`config.mk`:
```
export PLATFORM = sky130hd
export DESIGN_NAME = elevator_controller_flat
export DESIGN_NICKNAME = d
export VERILOG_FILES = /design/src/rtl/elevator_pkg.sv /design/src/rtl/elevator_controller_if.sv /design/src/rtl/elevator_req_sched.sv /design/src/rtl/elevator_controller.sv /design/src/flat_wrapper.sv
export SDC_FILE = /design/constraint.sdc
export NUM_CORES = 1
export LEC_CHECK = 0
export CORE_MARGIN = 4
export CORE_UTILIZATION = 37
export CTS_BUF_LIST = sky130_fd_sc_hd__clkbuf_2
export DETAILED_ROUTE_END_ITERATION = 16
export GPL_ROUTABILITY_DRIVEN = 0
export HOLD_SLACK_MARGIN = 0.06
export SYNTH_ARGS = -nofsm -noshare
export SYNTH_HDL_FRONTEND = slang
export SYNTH_SLANG_ARGS = --single-unit
```
`constraint.sdc`:
```
create_clock -name clock -period 2.3 [get_ports clock]
set_input_delay 0.46 -clock clock [delete_from_list [all_inputs] [get_ports clock]]
set_output_delay 0.46 -clock clock [all_outputs]
set_load 0.01 [all_outputs]
```
`src/rtl/elevator_pkg.sv`:
```
// Shared encodings and the car FSM state type for the elevator controller slice.
package elevator_pkg;

  localparam logic [1:0] ENG_IDLE = 2'd0;
  localparam logic [1:0] ENG_DOWN = 2'd1;
  localparam logic [1:0] ENG_UP   = 2'd2;

  localparam logic [1:0] DOOR_CMD_IDLE  = 2'd0;
  localparam logic [1:0] DOOR_CMD_OPEN  = 2'd1;
  localparam logic [1:0] DOOR_CMD_CLOSE = 2'd2;

  localparam logic [1:0] SDOOR_BETWEEN = 2'd0;
  localparam logic [1:0] SDOOR_OPEN    = 2'd1;
  localparam logic [1:0] SDOOR_CLOSED  = 2'd2;

  typedef enum logic [2:0] {
    IDLE, MOVE_UP, MOVE_DOWN, DOOR_OPEN, DWELL, DOOR_CLOSE, FAULT
  } state_t;

  typedef enum logic {DIR_UP = 1'b0, DIR_DOWN = 1'b1} dir_t;

  // States in which the plant owes us a sensor event within the timeout.
  function automatic logic watched(state_t s);
    return (s == MOVE_UP) || (s == MOVE_DOWN) || (s == DOOR_OPEN) || (s == DOOR_CLOSE);
  endfunction

  function automatic logic [1:0] engine_of(state_t s);
    case (s)
      MOVE_UP:   return ENG_UP;
      MOVE_DOWN: return ENG_DOWN;
      default:   return ENG_IDLE;
    endcase
  endfunction

  function automatic logic [1:0] door_of(state_t s);
    case (s)
      DOOR_OPEN:  return DOOR_CMD_OPEN;
      DOOR_CLOSE: return DOOR_CMD_CLOSE;
      default:    return DOOR_CMD_IDLE;
    endcase
  endfunction

endpackage

```
`src/rtl/elevator_controller_if.sv`:
```
// Bus between the car controller and the plant/call panel.
interface elevator_controller_if #(
  parameter int BUTTONS_WIDTH = 8,
  parameter int FLOOR_W       = $clog2(BUTTONS_WIDTH)
);
  import elevator_pkg::*;

  // No valid/ready here: buttons are levels sampled every cycle, sensor_up/down
  // are single-cycle pulses, sensor_door is a level; commands are registered levels.
  logic [BUTTONS_WIDTH-1:0] buttons;
  logic [1:0]               sensor_door;
  logic                     sensor_up;
  logic                     sensor_down;
  logic [1:0]               engine;
  logic [1:0]               door;
  logic [FLOOR_W-1:0]       floor;
  logic [BUTTONS_WIDTH-1:0] pending;
  logic                     busy;
  logic                     fault;
  state_t                   state;

  modport master (
    output buttons, sensor_door, sensor_up, sensor_down,
    input  engine, door, floor, pending, busy, fault, state
  );

  modport slave (
    input  buttons, sensor_door, sensor_up, sensor_down,
    output engine, door, floor, pending, busy, fault, state
  );

endinterface

```
`src/rtl/elevator_req_sched.sv`:
```
// SCAN helper: reports whether calls are pending above, below or at the current floor.
module elevator_req_sched #(
  parameter int BUTTONS_WIDTH = 8,
  parameter int FLOOR_W       = $clog2(BUTTONS_WIDTH)
) (
  input  logic [BUTTONS_WIDTH-1:0] pending,
  input  logic [FLOOR_W-1:0]       floor,
  output logic                     any_above,
  output logic                     any_below,
  output logic                     here
);

  always_comb begin
    any_above = 1'b0;
    any_below = 1'b0;
    for (int i = 0; i < BUTTONS_WIDTH; i++) begin
      if ((i > int'(floor)) && pending[i]) any_above = 1'b1;
      if ((i < int'(floor)) && pending[i]) any_below = 1'b1;
    end
  end

  assign here = pending[floor];

endmodule

```
`src/rtl/elevator_controller.sv`:
```
// Elevator car FSM: latches calls, serves them in SCAN order, sequences the door,
// and parks in a sticky FAULT when a sensor event does not arrive in time.
module elevator_controller
  import elevator_pkg::*;
#(
  parameter int BUTTONS_WIDTH = 8,
  parameter int FLOOR_W       = $clog2(BUTTONS_WIDTH),
  parameter int DOOR_DWELL    = 20,
  parameter int TIMEOUT       = 64
) (
  input  logic                  clock,
  input  logic                  an_reset,
  elevator_controller_if.slave  bus
);

  localparam int                 DW_W = $clog2(DOOR_DWELL + 1);
  localparam int                 WD_W = $clog2(TIMEOUT + 1);
  localparam logic [FLOOR_W-1:0] TOP  = FLOOR_W'(BUTTONS_WIDTH - 1);

  state_t                   state, next_state;
  dir_t                     dir_q, dir_next;
  logic [FLOOR_W-1:0]       floor_q, floor_next, floor_up, floor_dn;
  logic [BUTTONS_WIDTH-1:0] pending_q, pending_next, accept, pend_now, clear_mask;
  logic [DW_W-1:0]          dwell_q, dwell_next;
  logic [WD_W-1:0]          wd_q, wd_next;
  logic [1:0]               engine_q, door_q;
  logic                     busy_q, fault_q;
  logic                     any_above, any_below, here;
  logic                     cur_btn, pulse_ok, clear_cur;

  elevator_req_sched #(
    .BUTTONS_WIDTH (BUTTONS_WIDTH),
    .FLOOR_W       (FLOOR_W)
  ) u_sched (
    .pending   (pending_q),
    .floor     (floor_q),
    .any_above (any_above),
    .any_below (any_below),
    .here      (here)
  );

  assign floor_up = floor_q + 1'b1;
  assign floor_dn = floor_q - 1'b1;
  assign cur_btn  = bus.buttons[floor_q];

  always_comb begin
    next_state = state;
    dir_next   = dir_q;
    floor_next = floor_q;
    dwell_next = dwell_q;
    pulse_ok   = 1'b0;
    clear_cur  = 1'b0;
    accept     = bus.buttons;
    clear_mask = '0;

    // With the door at this floor, its button is a "hold the door" request, not a call.
    case (state)
      DWELL, DOOR_CLOSE: accept[floor_q] = 1'b0;
      FAULT:             accept = '0;
      default:           ;
    endcase
    pend_now = pending_q | accept;

    case (state)
      IDLE: begin
        if (here) begin
          next_state = DOOR_OPEN;
        end else if (any_above && ((dir_q == DIR_UP) || !any_below)) begin
          dir_next   = DIR_UP;
          next_state = MOVE_UP;
        end else if (any_below) begin
          dir_next   = DIR_DOWN;
          next_state = MOVE_DOWN;
        end
      end
      MOVE_UP: begin
        if (bus.sensor_up) begin
          if (floor_q == TOP) begin
            next_state = IDLE;
          end else begin
            pulse_ok   = 1'b1;
            floor_next = floor_up;
            if (pend_now[floor_up]) next_state = DOOR_OPEN;
          end
        end
      end
      MOVE_DOWN: begin
        if (bus.sensor_down) begin
          if (floor_q == '0) begin
            next_state = IDLE;
          end else begin
            pulse_ok   = 1'b1;
            floor_next = floor_dn;
            if (pend_now[floor_dn]) next_state = DOOR_OPEN;
          end
        end
      end
      DOOR_OPEN: begin
        if (bus.sensor_door == SDOOR_OPEN) begin
          clear_cur  = 1'b1;
          dwell_next = '0;
          next_state = DWELL;
        end
      end
      DWELL: begin
        if (cur_btn) begin
          dwell_next = '0;
        end else if (dwell_q == DW_W'(DOOR_DWELL - 1)) begin
          next_state = DOOR_CLOSE;
        end else begin
          dwell_next = dwell_q + 1'b1;
        end
      end
      DOOR_CLOSE: begin
        if (cur_btn) begin
          next_state = DOOR_OPEN;
        end else if (bus.sensor_door == SDOOR_CLOSED) begin
          next_state = IDLE;
        end
      end
      default: ;
    endcase

    if (watched(state) && (next_state == state) && !pulse_ok && (wd_q == WD_W'(TIMEOUT - 1))) begin
      next_state = FAULT;
    end

    if ((next_state != state) || pulse_ok || !watched(state)) wd_next = '0;
    else                                                      wd_next = wd_q + 1'b1;

    if (clear_cur) clear_mask[floor_q] = 1'b1;
    pending_next = pend_now & ~clear_mask;
  end

  always_ff @(posedge clock or negedge an_reset) begin
    if (!an_reset) begin
      state     <= IDLE;
      dir_q     <= DIR_UP;
      floor_q   <= '0;
      pending_q <= '0;
      dwell_q   <= '0;
      wd_q      <= '0;
      engine_q  <= ENG_IDLE;
      door_q    <= DOOR_CMD_IDLE;
      busy_q    <= 1'b0;
      fault_q   <= 1'b0;
    end else begin
      state     <= next_state;
      dir_q     <= dir_next;
      floor_q   <= floor_next;
      pending_q <= pending_next;
      dwell_q   <= dwell_next;
      wd_q      <= wd_next;
      engine_q  <= engine_of(next_state);
      door_q    <= door_of(next_state);
      busy_q    <= (next_state != IDLE);
      fault_q   <= (next_state == FAULT);
    end
  end

  assign bus.engine  = engine_q;
  assign bus.door    = door_q;
  assign bus.floor   = floor_q;
  assign bus.pending = pending_q;
  assign bus.busy    = busy_q;
  assign bus.fault   = fault_q;
  assign bus.state   = state;

endmodule
```
`src/flat_wrapper.sv`:
```
// flat-port wrapper written by rule: the top's interface ports become plain ports
module elevator_controller_flat import elevator_pkg::*;
#(
  parameter int BUTTONS_WIDTH = 8,
  parameter int FLOOR_W       = $clog2(BUTTONS_WIDTH),
  parameter int DOOR_DWELL    = 20,
  parameter int TIMEOUT       = 64
)
  (clock, an_reset, bus_buttons, bus_sensor_door, bus_sensor_up, bus_sensor_down, bus_engine, bus_door, bus_floor, bus_pending, bus_busy, bus_fault, bus_state);
  elevator_controller_if #(.BUTTONS_WIDTH(BUTTONS_WIDTH), .FLOOR_W(FLOOR_W)) bus_i ();
  input  logic clock;
  input  logic an_reset;
  input wire logic [$bits(bus_i.buttons)-1:0] bus_buttons;
  input wire logic [$bits(bus_i.sensor_door)-1:0] bus_sensor_door;
  input wire logic [$bits(bus_i.sensor_up)-1:0] bus_sensor_up;
  input wire logic [$bits(bus_i.sensor_down)-1:0] bus_sensor_down;
  output wire logic [$bits(bus_i.engine)-1:0] bus_engine;
  output wire logic [$bits(bus_i.door)-1:0] bus_door;
  output wire logic [$bits(bus_i.floor)-1:0] bus_floor;
  output wire logic [$bits(bus_i.pending)-1:0] bus_pending;
  output wire logic [$bits(bus_i.busy)-1:0] bus_busy;
  output wire logic [$bits(bus_i.fault)-1:0] bus_fault;
  output wire logic [$bits(bus_i.state)-1:0] bus_state;
  assign bus_i.buttons = bus_buttons;
  assign bus_i.sensor_door = bus_sensor_door;
  assign bus_i.sensor_up = bus_sensor_up;
  assign bus_i.sensor_down = bus_sensor_down;
  assign bus_engine = bus_i.engine;
  assign bus_door = bus_i.door;
  assign bus_floor = bus_i.floor;
  assign bus_pending = bus_i.pending;
  assign bus_busy = bus_i.busy;
  assign bus_fault = bus_i.fault;
  assign bus_state = bus_i.state;
  elevator_controller #(.BUTTONS_WIDTH(BUTTONS_WIDTH), .FLOOR_W(FLOOR_W), .DOOR_DWELL(DOOR_DWELL), .TIMEOUT(TIMEOUT)) u_core (.clock(clock), .an_reset(an_reset), .bus(bus_i));
endmodule
```
==> results.json <==
{
  "status": "finished, violations left",
  "violations": "setup timing",
  "finClkSkew_ns": 0.0210,
  "syn_area_per_cell_um2": 8.82,
  "cpMaxStageDelayCell": "mux4_2",
  "worstSkewPairLatency_ns": 0.40,
  "min_period_over_period_pct": 104,
  "drc_errors": 0,
  "critPathTopFamily": "multiplexers",
  "gr-max-usage-layer": "met2",
  "die_area_um2": 7990,
  "tightest_slew_ns": 0.458,
  "finalWirelength_um": 7710,
  "vias_per_cell": 5.82,
  "critPathMaxFanout": 7,
  "grt_overflow_total": 0,
  "start_util_pct": 38.4,
  "sw_frac_of_total_pct": 47.7,
  "dp_slack_ns": -0.496,
  "grt_use_met3_pct": 3.59,
  "ant_nets": 0,
  "p_total_mw": 3.95,
  "setup.worst_path.end_class": "register",
  "syn-num-nets": 298,
  "coreArea_um2": 6390,
  "crit_buf_inv": 0,
  "report.final.setup_viol": 14,
  "max_clock_freq_mhz": 419,
  "placed_area_um2": 3260,
  "internal_power_mw": 2.07,
  "syn_inst": 278,
  "grt_max_degree": 34,
  "grtUsageMet1_pct": 29.1,
  "drive_gt1_share_pct": 32.8,
  "power.share.clock_pct": 7.6,
  "synth-edff-count": 0,
  "worstPathRequired_ns": 2.60,
  "grt_use_met2_pct": 32.4,
  "seq_area_frac_synth_pct": 33.7,
  "root_buffer": "clkbuf_2",
  "ys_ff_latch": 33,
  "nFillCells": 556,
  "clock-sinks": 33,
  "critPathMaxStageDelay_ns": 0.54,
  "grt_pass1_wl_um": 12700,
  "share_comb_of_total_power_pct": 72.0,
  "dp_hpwl_um": 5540,
  "ir_drop_v": 0.000705,
  "cap_violations": 0,
  "io_pins": 34,
  "vias": 2562,
  "cp_cell_sequence": "mux4_2 > mux2_4 > nor2_2 > a211o_1 > o22ai_4 > a2111oi_2",
  "io_buffers": 33,
  "antenna_found_initial": 0,
  "start_kind": "register",
  "synth_cell_types": 62,
  "synthArstFlopShare_pct": 100,
  "areaGrowthSynthToFinish_pct": 44.7,
  "final_cell_mix": "buf_4 (57), clkdlybuf4s50_1 (33), dfrtp_1 (31), nand2_1 (20), a21oi_1 (17)",
  "n_antenna_cell": 0,
  "synth_warnings": 0,
  "max_slew_margin_pct": 69.5,
  "htree_levels": 2,
  "slew_violations": 0,
  "final_nets": 382,
  "drt_first_iter_violations": 180,
  "p_leak_nw": 1.40,
  "cts_tree": "yes",
  "synth_area_um2": 2450,
  "setup_slack_ns": -0.0855,
  "wl_per_cell_um": 17.5,
  "seqPwrFrac_pct": 20.4,
  "switching_power_mw": 1.88,
  "die_x_um": 89.4,
  "setup.worst_path.class": "register to register",
  "cp_data_arrival_time_ns": 2.68,
  "hold_viol_final": 0,
  "layout.cells.most_common": "buf_4",
  "grt_pass1_vias": 2556,
  "finalInstanceArea_um2": 3550,
  "cts.clk_slew.worst_paths_ns": 0.21,
  "numCtsBuffers": 5,
  "synth-main-ff-cell": "dfrtp_1",
  "p_per_area_nw_per_um2": 1110,
  "first_pass_iters": 5,
  "rsz0062_at_grt": "yes",
  "min_path_type": "input pin to async pin",
  "die_h_um": 89.4,
  "clockBufferDepth": 2,
  "cts_hold_buf": 0,
  "fin_setup_tns_ns": -0.806,
  "gr-usage-all-layers_pct": 20.8,
  "core.rowCount": 29,
  "fin_crit_ns": 2.39
}
[sequential cells by signal, indices dropped and copies added, names as in the netlist]
signal,count
u_core.bus.pending,8
u_core.dwell_q,5
u_core.bus.door,2
u_core.bus.busy,1
u_core.bus.engine,2
u_core.wd_q,7
u_core.bus.floor,3
u_core.bus.fault,1
u_core.bus.state,3
u_core.dir_q,1
[final cells by class]
| type | instances | area, µm² | area share (%) |
|---|---|---|---|
| well taps | 77 | 96.3 | 2.72 |
| clock inverters | 3 | 17.5 | 0.494 |
| inverters | 12 | 45.0 | 1.27 |
| flip-flops and latches | 33 | 828 | 23.4 |
| multi-input cells | 215 | 1710 | 48.2 |
| repair buffers | 95 | 826 | 23.3 |
| clock buffers | 5 | 25.0 | 0.705 |
[cell usage after synthesis, types with 3 or more instances]
master | n | area (µm²)
dfrtp_1 | 33 | 826
nand2_1 | 20 | 75.1
a21oi_1 | 18 | 90.1
o21ai_0 | 17 | 85.1
nor2_1 | 14 | 52.6
nor3_1 | 14 | 70.1
inv_1 | 11 | 41.3
buf_2 | 9 | 45.0
a211o_1 | 8 | 70.1
mux2i_1 | 8 | 80.1
a211oi_1 | 7 | 52.6
a31oi_1 | 7 | 43.8
nand3_1 | 7 | 35.0
clkbuf_1 | 6 | 22.5
ha_1 | 6 | 75.1
nand2b_1 | 6 | 37.5
o211ai_1 | 5 | 37.5
a2111oi_1 | 4 | 40.0
and3_1 | 4 | 25.0
nand3b_1 | 4 | 30.0
nor2b_1 | 4 | 25.0
xnor2_1 | 4 | 35.0
nand4_1 | 3 | 18.8
nor4_1 | 3 | 18.8
o31ai_1 | 3 | 22.5
or3_1 | 3 | 18.8
xor2_1 | 3 | 26.3
[kinds of logic after synthesis]
kind of cell	count (synthesis)	share of synthesized area, %
DFF	33	33.7
xor gates and xnor gates	7	2.50
and+or+nand+nor	94	20.8
AOI/OAI and AO/OA	96	28.4
buffers and inverters	30	5.36
adders and majority gates	6	3.06
muxes	12	6.18
[metal layers]
metal,part of all wire [%],wire length (µm)
met5,0,0
met4,2.0,155
met3,4.7,362
met2,46,3570
met1,47,3620
[worst paths after layout]
path	endpoint	startpoint	cells past startpoint	slack, ns
worst max-delay path	u_core.wd_q[0]$_DFF_PN0_	u_core.bus.floor[0]$_DFFE_PN0P_	6	-0.09
worst min-delay path	u_core.bus.pending[4]$_DFF_PN0_	an_reset	2	0.43
worst max register to register	u_core.wd_q[0]$_DFF_PN0_	u_core.bus.floor[0]$_DFFE_PN0P_	6	-0.09
worst min register to register	u_core.wd_q[0]$_DFF_PN0_	u_core.wd_q[0]$_DFF_PN0_	1	0.52
max in group asynchronous	u_core.bus.floor[0]$_DFFE_PN0P_	an_reset	2	1.52
min in group clock	u_core.wd_q[0]$_DFF_PN0_	u_core.wd_q[0]$_DFF_PN0_	1	0.52
[per-stage QoR]
step | std cells | hold slack [ns] | utilization (%)
3_5_place_dp | 428 | 0.470 | 51.0
6_report | 440 | 0.430 | 55.5
5_1_grt | 440 | 0.435 | 55.5
3_3_place_gp | 428 | 0.459 | 51.0
4_1_cts | 439 | 0.425 | 54.3
2_1_floorplan | 278 | 0.164 | -
[power groups by stage]
stage	combinational [mW]	clock, mW	sequential [mW]
final	2.85	0.301	0.804
after global routing	3.10	0.345	0.817
after CTS	2.68	0.316	0.804
after detailed placement	2.41	0	0.822
after global placement	2.41	0	0.816
after floorplan	1.43	0	0.811
[worst reg2reg max path: stages (launching register included)]
cell       delay [ns]
dfrtp_2          0.50
mux4_2           0.55
mux2_4           0.34
nor2_2           0.15
a211o_1          0.19
o22ai_4          0.16
a2111oi_2        0.41
[what timing repair did]
action | 4_1_cts | 5_1_grt
buffers inserted | 3 | 1
endpoints found under the setup margin | 22 | 19
gates resized for setup | 29 | 15
pin swaps | 17 | 10
(Power assumes the default switching activity.)
==> edit (config.mk and constraints unchanged) <==
`BUTTONS_WIDTH` is set to 8 in 4 places; all go to 4.
--- a/src/rtl/elevator_controller_if.sv
+++ b/src/rtl/elevator_controller_if.sv
@@ -2,3 +2,3 @@
 interface elevator_controller_if #(
-  parameter int BUTTONS_WIDTH = 8,
+  parameter int BUTTONS_WIDTH = 4,
   parameter int FLOOR_W       = $clog2(BUTTONS_WIDTH)
--- a/src/rtl/elevator_req_sched.sv
+++ b/src/rtl/elevator_req_sched.sv
@@ -2,3 +2,3 @@
 module elevator_req_sched #(
-  parameter int BUTTONS_WIDTH = 8,
+  parameter int BUTTONS_WIDTH = 4,
   parameter int FLOOR_W       = $clog2(BUTTONS_WIDTH)
--- a/src/rtl/elevator_controller.sv
+++ b/src/rtl/elevator_controller.sv
@@ -5,3 +5,3 @@
 #(
-  parameter int BUTTONS_WIDTH = 8,
+  parameter int BUTTONS_WIDTH = 4,
   parameter int FLOOR_W       = $clog2(BUTTONS_WIDTH),
--- a/src/flat_wrapper.sv
+++ b/src/flat_wrapper.sv
@@ -3,3 +3,3 @@
 #(
-  parameter int BUTTONS_WIDTH = 8,
+  parameter int BUTTONS_WIDTH = 4,
   parameter int FLOOR_W       = $clog2(BUTTONS_WIDTH),
Interface: changed (resized bus_buttons, bus_floor and bus_pending); port bits go from 34 to 25. The function was not compared with the original's and may differ.
==> edit against the unedited design <==
The run still ends with setup timing left. Utilization down 0.76 points. Power down 31%. Cell area down 25%. Routed wire length down 34%. Combinational power down 38%. Non-clock buffer count down 31. Largest power group unchanged. Synthesized area down 22%. Sequential share of layout area up 3.1 points. Critical path depth up 1. Count of clock-buffer cells in the layout down 2. Setup slack better by 0.076 ns. Fmax up 3.3%. Sequential cell count down 5. Largest cell class unchanged.
==> edit: results (changes against the unedited design) <==
| Metric | Value |
|---|---|
| Pre-antenna DRT Iters | 4 (-1) |
| Worst setup margin | -0.009526 ns (+0.07600 ns) |
| Top cells by count, synth | dfrtp_1 (28), nor2_1 (17), a21oi_1 (14) |
| M2 GR Usage | 0.2362 (-0.08728) |
| Number of port buffers | 24 (-27%) |
| Synth Area in Compound Gates | 0.2083 (-0.07605) |
| Pre-CTS WS | -0.3387 ns (+0.1572 ns) |
| Largest net degree at the start of global routing | 29 (-15%) |
| Skew final | 0.01237 ns (-0.008650 ns) |
| Adder-cell share of the synthesized area | 0.05256 (+0.02193) |
| Crit path launch | u_core.bus.floor[1]$_DFFE_PN0P_ |
| Clock Latency Late Sink | 0.38 ns (-0.02 ns) |
| Finish-stage setup viols | 2 (-12) |
| GR Util All Layers | 0.1719 (-0.03616) |
| Layout cell share with drive strength beyond 1 | 0.2765 (-0.05131) |
| Hpwl dp | 3792 µm (-31%) |
| Seq/Total Area, Yosys | 0.3679 (+0.03103) |
| Slowest stage delay, CP | 0.51 ns (-0.03 ns) |
| Hold Slack | 0.4055 ns (-0.02448 ns) |
| Vias in the first global route | 1713 (-33%) |
| H-tree depth | 1 (-1) |
| CTS Buf Count | 3 (-2) |
| Nets@finish | 283 (-26%) |
| Non-Filler Instances | 331 (-25%) |
| Failing checks | setup timing |
| Mux contribution to synthesized area | 0.05388 (-0.007890) |
| Netlist cell types | 58 (-6.5%) |
| Drt via density | 5.266 (-9.6%) |
| Met3 GRT Util | 0.02596 (-0.009985) |
| Largest fanout on the critical path | 6 (-1) |
| Post-DP Area | 2504 µm² (-23%) |
| Leakage | 1.084 nW (-22%) |
| Routed wl met2 | 2179 µm (-39%) |
| Post-Place Cells | 323 (-25%) |
| Total Wirelength | 5105 µm (-34%) |
| Status | finished, violations left |
[edit: changes by cell type in the layout (fill, tap and decap cells not counted), moves of 6 or more]
cell             delta
buf_4              -20
clkdlybuf4s50_1     -9
nand2_1             -9
o21ai_0             -9
a211o_1             -7
a31oi_1             -6
nor2b_1             +6
nor3_1              -6
[edit: power breakdown]
group | internal (mW) | switching, mW | total, mW
Sequential | 0.586 | 0.0661 | 0.652
Combinational | 0.878 | 0.907 | 1.78
Clock | 0.149 | 0.157 | 0.306
Total | 1.61 | 1.13 | 2.74
[edit: layout make-up]
type / count / area (µm²)
inverters: 11 / 41.29
fillers: 425 / 2192
multi-input cells: 157 / 1229
well taps: 67 / 83.83
clock inverters: 1 / 30.03
clock buffers: 3 / 15.01
repair buffers: 64 / 554.3
flip-flops and latches: 28 / 703.2
[edit: timing repair]
item                       4_1_cts  5_1_grt
pin swaps                        2       18
setup endpoints to repair        6       14
resized for setup                4       16
buffers inserted                 4        0
